### src/rtl/pipeline_hazard_controller_pkg.sv
// Shared types for the pipeline hazard controller: FSM state encoding
// and the forwarding mux select codes.
package pipeline_hazard_controller_pkg;

  typedef enum logic [1:0] {
    ST_FLUSH = 2'd0,
    ST_RUN   = 2'd1,
    ST_STALL = 2'd2
  } state_e;

  localparam logic [1:0] FWD_RF  = 2'b00;
  localparam logic [1:0] FWD_EX  = 2'b01;
  localparam logic [1:0] FWD_MEM = 2'b10;
  localparam logic [1:0] FWD_WB  = 2'b11;

endpackage

### src/rtl/pipeline_hazard_controller_forward_select.sv
// Priority matcher for one ID-stage operand: EX > MEM > WB > register file.
module pipeline_hazard_controller_forward_select
  import pipeline_hazard_controller_pkg::*;
(
  input  logic [4:0] src,
  input  logic       use_src,
  input  logic [4:0] ex_rd,
  input  logic       ex_rf_en,
  input  logic [4:0] mem_rd,
  input  logic       mem_rf_en,
  input  logic [4:0] wb_rd,
  input  logic       wb_rf_en,
  output logic [1:0] sel
);

  // r0 reads as zero, so it is never forwarded; unused operands select RF.
  always_comb begin
    sel = FWD_RF;
    if (use_src && (src != 5'd0)) begin
      if (ex_rf_en && (ex_rd == src))        sel = FWD_EX;
      else if (mem_rf_en && (mem_rd == src)) sel = FWD_MEM;
      else if (wb_rf_en && (wb_rd == src))   sel = FWD_WB;
    end
  end

endmodule

### src/rtl/pipeline_hazard_controller.sv
// Pipeline register sequencing: post-reset flush, load-use bubbles,
// delay-slot annulment and ID-stage forwarding selects.
//
// state    | meaning
// ---------+-----------------------------------------------------------
// FLUSH    | all pipeline registers held cleared for FLUSH_CYCLES cycles
// RUN      | normal flow; load-use hazard freezes front end for a cycle
// STALL    | single bubble cycle; load now in MEM, front end released
module pipeline_hazard_controller
  import pipeline_hazard_controller_pkg::*;
#(
  parameter int FLUSH_CYCLES = 4,
  parameter int CNT_W        = 16
) (
  input  logic             clk,
  input  logic             reset,
  input  logic [4:0]       id_rs1,
  input  logic [4:0]       id_rs2,
  input  logic [4:0]       id_rd,
  input  logic             id_use_rs1,
  input  logic             id_use_rs2,
  input  logic             id_use_rd,
  input  logic             id_annul_req,
  input  logic [4:0]       ex_rd,
  input  logic             ex_rf_en,
  input  logic             ex_load,
  input  logic [4:0]       mem_rd,
  input  logic             mem_rf_en,
  input  logic [4:0]       wb_rd,
  input  logic             wb_rf_en,
  output logic             pc_le,
  output logic             npc_le,
  output logic             if_id_le,
  output logic             if_id_clr,
  output logic             id_ex_clr,
  output logic             ex_mem_clr,
  output logic             mem_wb_clr,
  output logic [1:0]       fwd_sel1,
  output logic [1:0]       fwd_sel2,
  output logic [1:0]       fwd_sel3,
  output logic [CNT_W-1:0] stall_count,
  output logic             busy
);

  localparam int FCW = (FLUSH_CYCLES > 1) ? $clog2(FLUSH_CYCLES) : 1;

  state_e           state_q, state_d;
  logic [FCW-1:0]   flush_cnt_q;
  logic [CNT_W-1:0] stall_count_q;
  logic             annul_pending_q;
  logic             annul_clr_q;
  logic             hazard;
  logic [1:0]       raw_sel1, raw_sel2, raw_sel3;

  assign hazard = ex_load && ex_rf_en && (ex_rd != 5'd0) &&
                  ((id_use_rs1 && (id_rs1 == ex_rd)) ||
                   (id_use_rs2 && (id_rs2 == ex_rd)) ||
                   (id_use_rd  && (id_rd  == ex_rd)));

  always_ff @(posedge clk) begin
    if (reset) begin
      state_q         <= ST_FLUSH;
      flush_cnt_q     <= FCW'(FLUSH_CYCLES - 1);
      stall_count_q   <= '0;
      annul_pending_q <= 1'b0;
      annul_clr_q     <= 1'b0;
    end else begin
      state_q <= state_d;
      unique case (state_q)
        ST_FLUSH: begin
          if (flush_cnt_q != '0) flush_cnt_q <= flush_cnt_q - FCW'(1);
          annul_pending_q <= 1'b0;
          annul_clr_q     <= 1'b0;
        end
        ST_RUN: begin
          if (hazard) begin
            if (stall_count_q != '1) stall_count_q <= stall_count_q + CNT_W'(1);
            annul_pending_q <= annul_pending_q | id_annul_req;
            annul_clr_q     <= 1'b0;
          end else begin
            annul_clr_q <= id_annul_req;
          end
        end
        ST_STALL: begin
          // The branch is still in ID here, so a repeated request merges.
          annul_clr_q     <= annul_pending_q | id_annul_req;
          annul_pending_q <= 1'b0;
        end
        default: begin
          annul_pending_q <= 1'b0;
          annul_clr_q     <= 1'b0;
        end
      endcase
    end
  end

  always_comb begin
    state_d = state_q;
    unique case (state_q)
      ST_FLUSH: if (flush_cnt_q == '0) state_d = ST_RUN;
      ST_RUN:   if (hazard) state_d = ST_STALL;
      ST_STALL: state_d = ST_RUN;
      default:  state_d = ST_FLUSH;
    endcase
  end

  always_comb begin
    pc_le      = 1'b1;
    npc_le     = 1'b1;
    if_id_le   = 1'b1;
    if_id_clr  = annul_clr_q;
    id_ex_clr  = 1'b0;
    ex_mem_clr = 1'b0;
    mem_wb_clr = 1'b0;
    busy       = 1'b0;
    fwd_sel1   = raw_sel1;
    fwd_sel2   = raw_sel2;
    fwd_sel3   = raw_sel3;
    unique case (state_q)
      ST_RUN: begin
        if (hazard) begin
          pc_le     = 1'b0;
          npc_le    = 1'b0;
          if_id_le  = 1'b0;
          id_ex_clr = 1'b1;
        end
      end
      ST_STALL: ;
      default: begin
        pc_le      = 1'b0;
        npc_le     = 1'b0;
        if_id_le   = 1'b0;
        if_id_clr  = 1'b1;
        id_ex_clr  = 1'b1;
        ex_mem_clr = 1'b1;
        mem_wb_clr = 1'b1;
        busy       = 1'b1;
        fwd_sel1   = FWD_RF;
        fwd_sel2   = FWD_RF;
        fwd_sel3   = FWD_RF;
      end
    endcase
  end

  assign stall_count = stall_count_q;

  pipeline_hazard_controller_forward_select u_fwd1 (
    .src(id_rs1), .use_src(id_use_rs1),
    .ex_rd(ex_rd), .ex_rf_en(ex_rf_en), .mem_rd(mem_rd), .mem_rf_en(mem_rf_en),
    .wb_rd(wb_rd), .wb_rf_en(wb_rf_en), .sel(raw_sel1)
  );

  pipeline_hazard_controller_forward_select u_fwd2 (
    .src(id_rs2), .use_src(id_use_rs2),
    .ex_rd(ex_rd), .ex_rf_en(ex_rf_en), .mem_rd(mem_rd), .mem_rf_en(mem_rf_en),
    .wb_rd(wb_rd), .wb_rf_en(wb_rf_en), .sel(raw_sel2)
  );

  pipeline_hazard_controller_forward_select u_fwd3 (
    .src(id_rd), .use_src(id_use_rd),
    .ex_rd(ex_rd), .ex_rf_en(ex_rf_en), .mem_rd(mem_rd), .mem_rf_en(mem_rf_en),
    .wb_rd(wb_rd), .wb_rf_en(wb_rf_en), .sel(raw_sel3)
  );

endmodule

### config.mk
export PLATFORM = sky130hd
export DESIGN_NAME = pipeline_hazard_controller
export DESIGN_NICKNAME = d
export VERILOG_FILES = /design/src/rtl/pipeline_hazard_controller_pkg.sv /design/src/rtl/pipeline_hazard_controller_forward_select.sv /design/src/rtl/pipeline_hazard_controller.sv
export SDC_FILE = /design/constraint.sdc
export NUM_CORES = 1
export LEC_CHECK = 0
export BUFFER_PORTS_ARGS = -buffer_cell sky130_fd_sc_hd__buf_2
export CAP_MARGIN = 5
export CORE_MARGIN = 1.5
export CORE_UTILIZATION = 30
export CTS_BUF_LIST = sky130_fd_sc_hd__clkbuf_4
export CTS_CLUSTER_SIZE = 40
export DETAILED_ROUTE_END_ITERATION = 10
export GPL_ROUTABILITY_DRIVEN = 0
export MAX_ROUTING_LAYER = met4
export PLACE_DENSITY = 0.56
export SYNTH_ARGS = -nofsm -noshare
export SYNTH_HDL_FRONTEND = slang
export SYNTH_HIERARCHICAL = 1
export SYNTH_SLANG_ARGS = --single-unit
### constraint.sdc
create_clock -name clk -period 4.32 [get_ports clk]
set_clock_uncertainty 0.05 [all_clocks]
set_input_delay 0 -clock clk [delete_from_list [all_inputs] [get_ports clk]]
set_output_delay 0 -clock clk [all_outputs]
set_load 0.01 [all_outputs]
# --- Word-level counts from Yosys, hierarchy flattened ---
# Index checks and enable logic that the tools add are counted.
word_totals:
  input_bits: 40
  out_inout_bits: 30
  ff_bits: 22
classes:
  n_eq_ne: 17
  bitwise: 2
  muxes: 26
  n_reduce_logical: 32
  addsub: 2
op_table:
  columns: ["op", "n"]
  rows:
  - ["$eq A5 B5 Y1", 12]
  - ["$mux W2", 17]
  - ["$reduce_bool A5 Y1", 4]
  - ["$logic_and A1 B1 Y1", 18]
  - ["$add A16 B1 Y16 const B", 1]
  - ["$ne A16 B16 Y1 const B", 1]
  - ["$pmux W1 S2", 3]
  - ["$pmux W2 S3", 1]
  - ["$mux W1", 5]
  - ["$logic_not A2 Y1", 2]
  - ["$ne A2 B2 Y1 const B", 2]
  - ["$reduce_and A2 Y1", 2]
  - ["$reduce_or A2 Y1", 2]
  - ["$reduce_and A3 Y1", 1]
  - ["$eq A2 B1 Y1 const B", 1]
  - ["$eq A2 B2 Y1 const B", 1]
  - ["$logic_or A1 B1 Y1", 2]
  - ["$reduce_bool A2 Y1", 1]
  - ["$sub A2 B1 Y2 const B", 1]
  - ["$not A1 Y1", 1]
  - ["$or A1 B1 Y1", 1]

# --- Depth between registers and ports, before layout ---
logic_depth:
  ltp_word: 7
  mapped_depth: 8

# --- By module ---
# Netlist, hierarchy kept.
by_module_without_submodules:
  columns: ["mod", "cells_per_inst", "area_each_um2", "seq_area_each_um2", "n_inst"]
  rows:
  - ["pipeline_hazard_controller", 174, 1442.6, 440.4, 1]
  - ["pipeline_hazard_controller_forward_select", 27, 211.5, 0.0, 3]

# --- Worst setup path after synthesis ---
# No wires, ideal clock.
synth_timing:
  path_kind: "flip-flop to flip-flop"
  startpoint: "register stall_count_q[0], in the netlist stall_count[0]"
  endpoint: "register stall_count_q[10], in the netlist stall_count[10]"
  stages_incl_launch_ff: 8
  period_less_slack_ns: 2.017
  n_path_buf: 0
  setup_ns: 0.070
  setup_slack_ns: 2.303
  arrival_ns: 1.896
  path_cell_list: "dfxtp_1 > ha_1 > and3_1 > and3_1 > nand4_1 > nand4_2 > or4_1 > a21oi_1"
synth_via:
  elab_chain_len: 2
  elab_cells_between_ends: 3
  classes_between: "1 x add/sub; 1 x eq/ne; 1 x reduce/logical"
synth_lines:
  columns: ["element", "line", "rtl"]
  rows:
  - ["from (decl)", "pipeline_hazard_controller.sv:49", "logic [CNT_W-1:0] stall_count_q;"]
  - ["from (signal assigned)", "pipeline_hazard_controller.sv:77", "if (stall_count_q != '1) stall_count_q <= stall_count_q + CNT_W'(1);"]
  - ["parallel branches: the longest is 2 deep, another holds $add A16 B1 Y16", null, null]
# Parallel ways; which one is timed is not known.
# A chain may end at the register's enable or synchronous reset.

# --- Final worst setup path ---
layout_timing:
  startpoint: "register stall_count_q[0], in the netlist stall_count[0]"
  endpoint: "register stall_count_q[14], in the netlist stall_count[14]"
# Same word-level chain as after synthesis.

==> results.ini <==
[outcome]
status=completed

[global_routing]
overflow=0
first_global_vias=1884
grt_max_degree=28
grt.total_usage=0.148
antenna_found_initial=0
grt_pass1_wl_um=8770

[synthesis]
synthesis.nets=300
syn_area_mm2=0.00208
postSynth.topFlopCell=dfxtp_1
syn_area_per_cell_um2=8.15
yosys_warnings=6
ys_types=48
ys_ff_latch=22
yosys.area.top_type=dfxtp_1
seq_area_frac_synth=0.212
synth_edf_count=0
ys_async_sr_fraction=0
netlist.area_leader.share=0.212
ys_top_cells_by_area=dfxtp_1 21%, xor2_1 17%, xnor2_1 8.9%
syn_inst=255

[sta]
worst_slack_ps=2070
hold_violations=0
slew_headroom=0.402
rsz0062_at_grt=no
tightest_slew_ps=897
setup_viol_count_final=0
slew_viol_final=0
fin_crit_ps=2250
clock.fmax_ghz=0.444
totalNegativeSetupSlack_ps=0
finalCritPeriodShare=0.521

[clock_network]
clock_path_buffers=2
cts_resized=0
root_buffer=clkbuf_4
clkLatencyLatePin_ps=310
clk_pin_slew_ps=130
post-cts-setup-buffers=0
cts_tree=built
numCtsBuffers=3
cts.sinks=22
h-tree-depth=1

[setup_path]
critPathLaunchType=register
crit_buf_inv=0
cpPeakStageDelay_ps=470
critPathRequiredTime_ps=4520
arrival_ps=2450
crit_family=simple AND/OR/NAND/NOR gates
critical_path_class=register to register
crit_top_cell=and3_1
crit_slowest_cell=or4_1
crit_path_max_fanout=10
rrSetupSlack_ps=2070
end_kind=register
crit_chain=ha_1, and3_1, and3_1, nand4_1, nand4_2, or4_1, a21oi_1

[die]
core_area_mm2=0.00676
dieWidth_um=86.2
design.die.area_mm2=0.00743
rows=30
die_height_um=86.2
initial_core_util=0.307
io_pins=70

[placed_design]
dp_hpwl_um=4260
numPortBuffers=69
dp_worst_setup_slack_ps=2100

[layout]
num_antenna_cells=0
final_nets=365
layout_common_cells=69 x buf_2, 40 x xor2_1, 22 x dfxtp_1
syn_to_final_growth_pct=20.2
drive_gt1_frac=0.273
final_common_cell=buf_2

[routing]
viasPerCell=5.08
drtAntennaViolNets=0
drc=0
wl_per_cell_um=13.4
num_vias=2025
drt-total-wl_um=5330
drtIter0Drc=94
firstDrtPassIters=4

[pwr]
ir_drop_mv=0.0877
cellLeakagePower_uw=0.00105
powerDensity_mw_per_mm2=226

[worst_hold_path]
min_path_type=input pin to register

[run]
cap_violations=0

[area by class of cell]
| type | count | area [µm²] |
|---|---|---|
| Sequential cell | 22 | 440 |
| Fill cell | 741 | 4260 |
| Inverter | 8 | 30.0 |
| Clock inverter | 1 | 3.75 |
| Multi-Input combinational cell | 215 | 1550 |
| Timing Repair Buffer | 70 | 355 |
| Tap cell | 80 | 100 |
| Clock buffer | 3 | 22.5 |
[worst reg2reg max path, delay by kind of cell (launching register included)]
kind / cells / cell delay [ps]
adders and majority gates: 1 / 210
AOI/OAI and AO/OA: 1 / 150
DFF: 1 / 360
and+or+nand+nor: 5 / 1420
[timing repair]
| item | CTS | global route |
|---|---|---|
| hold buffers | 1 | 0 |
| endpoints found under the setup margin | 0 | 0 |
| endpoints found under the hold margin | 1 | 0 |
[kinds of logic (layout without fill, tap and decap cells)]
logic type / after synthesis / in the layout / synth area share
and+or+nand+nor: 99 / 99 / 0.296
muxes: 4 / 4 / 0.0229
buffers and inverters: 18 / 82 / 0.0440
xor gates and xnor gates: 61 / 61 / 0.257
adders and majority gates: 5 / 5 / 0.0301
AOI/OAI and AO/OA: 46 / 46 / 0.137
DFF: 22 / 22 / 0.212
[cells in the mapped netlist, types with 2 or more instances]
library cell	number
or2_2	2
nor2b_1	4
nor4_1	7
a21oi_1	17
and2_1	9
o21ai_1	3
ha_1	5
xor2_1	40
dfxtp_1	22
xnor2_1	21
or4_1	8
nand3_1	8
or3_1	7
nor3b_1	2
clkbuf_1	4
and3_1	11
nand2_1	9
o31ai_1	5
nor3_2	3
inv_1	8
nand4_1	10
nor2_1	10
a31oi_1	3
o21ai_0	8
nor4_2	3
buf_4	4
[power breakdown]
group | internal (µW) | leakage [µW] | switching [µW] | total, µW
logic | 102 | 0.000861 | 141 | 243
registers | 216 | 0.000178 | 8.25 | 225
clock network | 33.7 | 0.0000154 | 62.8 | 96.4
total | 352 | 0.00105 | 212 | 565
[sequential cells by signal (all words and copies together), names as in the netlist]
signal           cells
stall_count         16
flush_cnt_q          2
state_q              2
annul_clr_q          1
annul_pending_q      1
[per-layer routing]
metal / part of all wire / up-vias / GRT usage
met5: 0 / - / -
met4: 0.011 / 0 / 0.0352
met3: 0.045 / 4 / 0.0219
met2: 0.49 / 47 / 0.255
met1: 0.46 / 921 / 0.184
li1: - / 1053 / -
[through the flow]
stage / cells / hold WS, ps / utilization / power [µW] / instance area [µm²]
4_1_cts: 399 / 29.9 / 0.370 / 577 / 2500
5_1_grt: 399 / 59.8 / 0.370 / 613 / 2500
6_report: 399 / 48.8 / 0.370 / 565 / 2500
3_5_place_dp: 394 / 298 / 0.364 / 475 / 2460
3_3_place_gp: 394 / 291 / 0.364 / 471 / 2460
2_1_floorplan: 255 / 135 / - / 396 / 2080
[final timing paths]
check	from	endpoint	cells past startpoint
setup / recovery	stall_count[0]$_SDFFE_PP0P_	stall_count[14]$_SDFFE_PP0P_	7
hold / removal	reset	stall_count[9]$_SDFFE_PP0P_	2
setup reg to reg	stall_count[0]$_SDFFE_PP0P_	stall_count[14]$_SDFFE_PP0P_	7
hold reg to reg	annul_pending_q$_SDFFE_PP0P_	annul_pending_q$_SDFFE_PP0P_	2
Power figures use the tool's default switching activity.
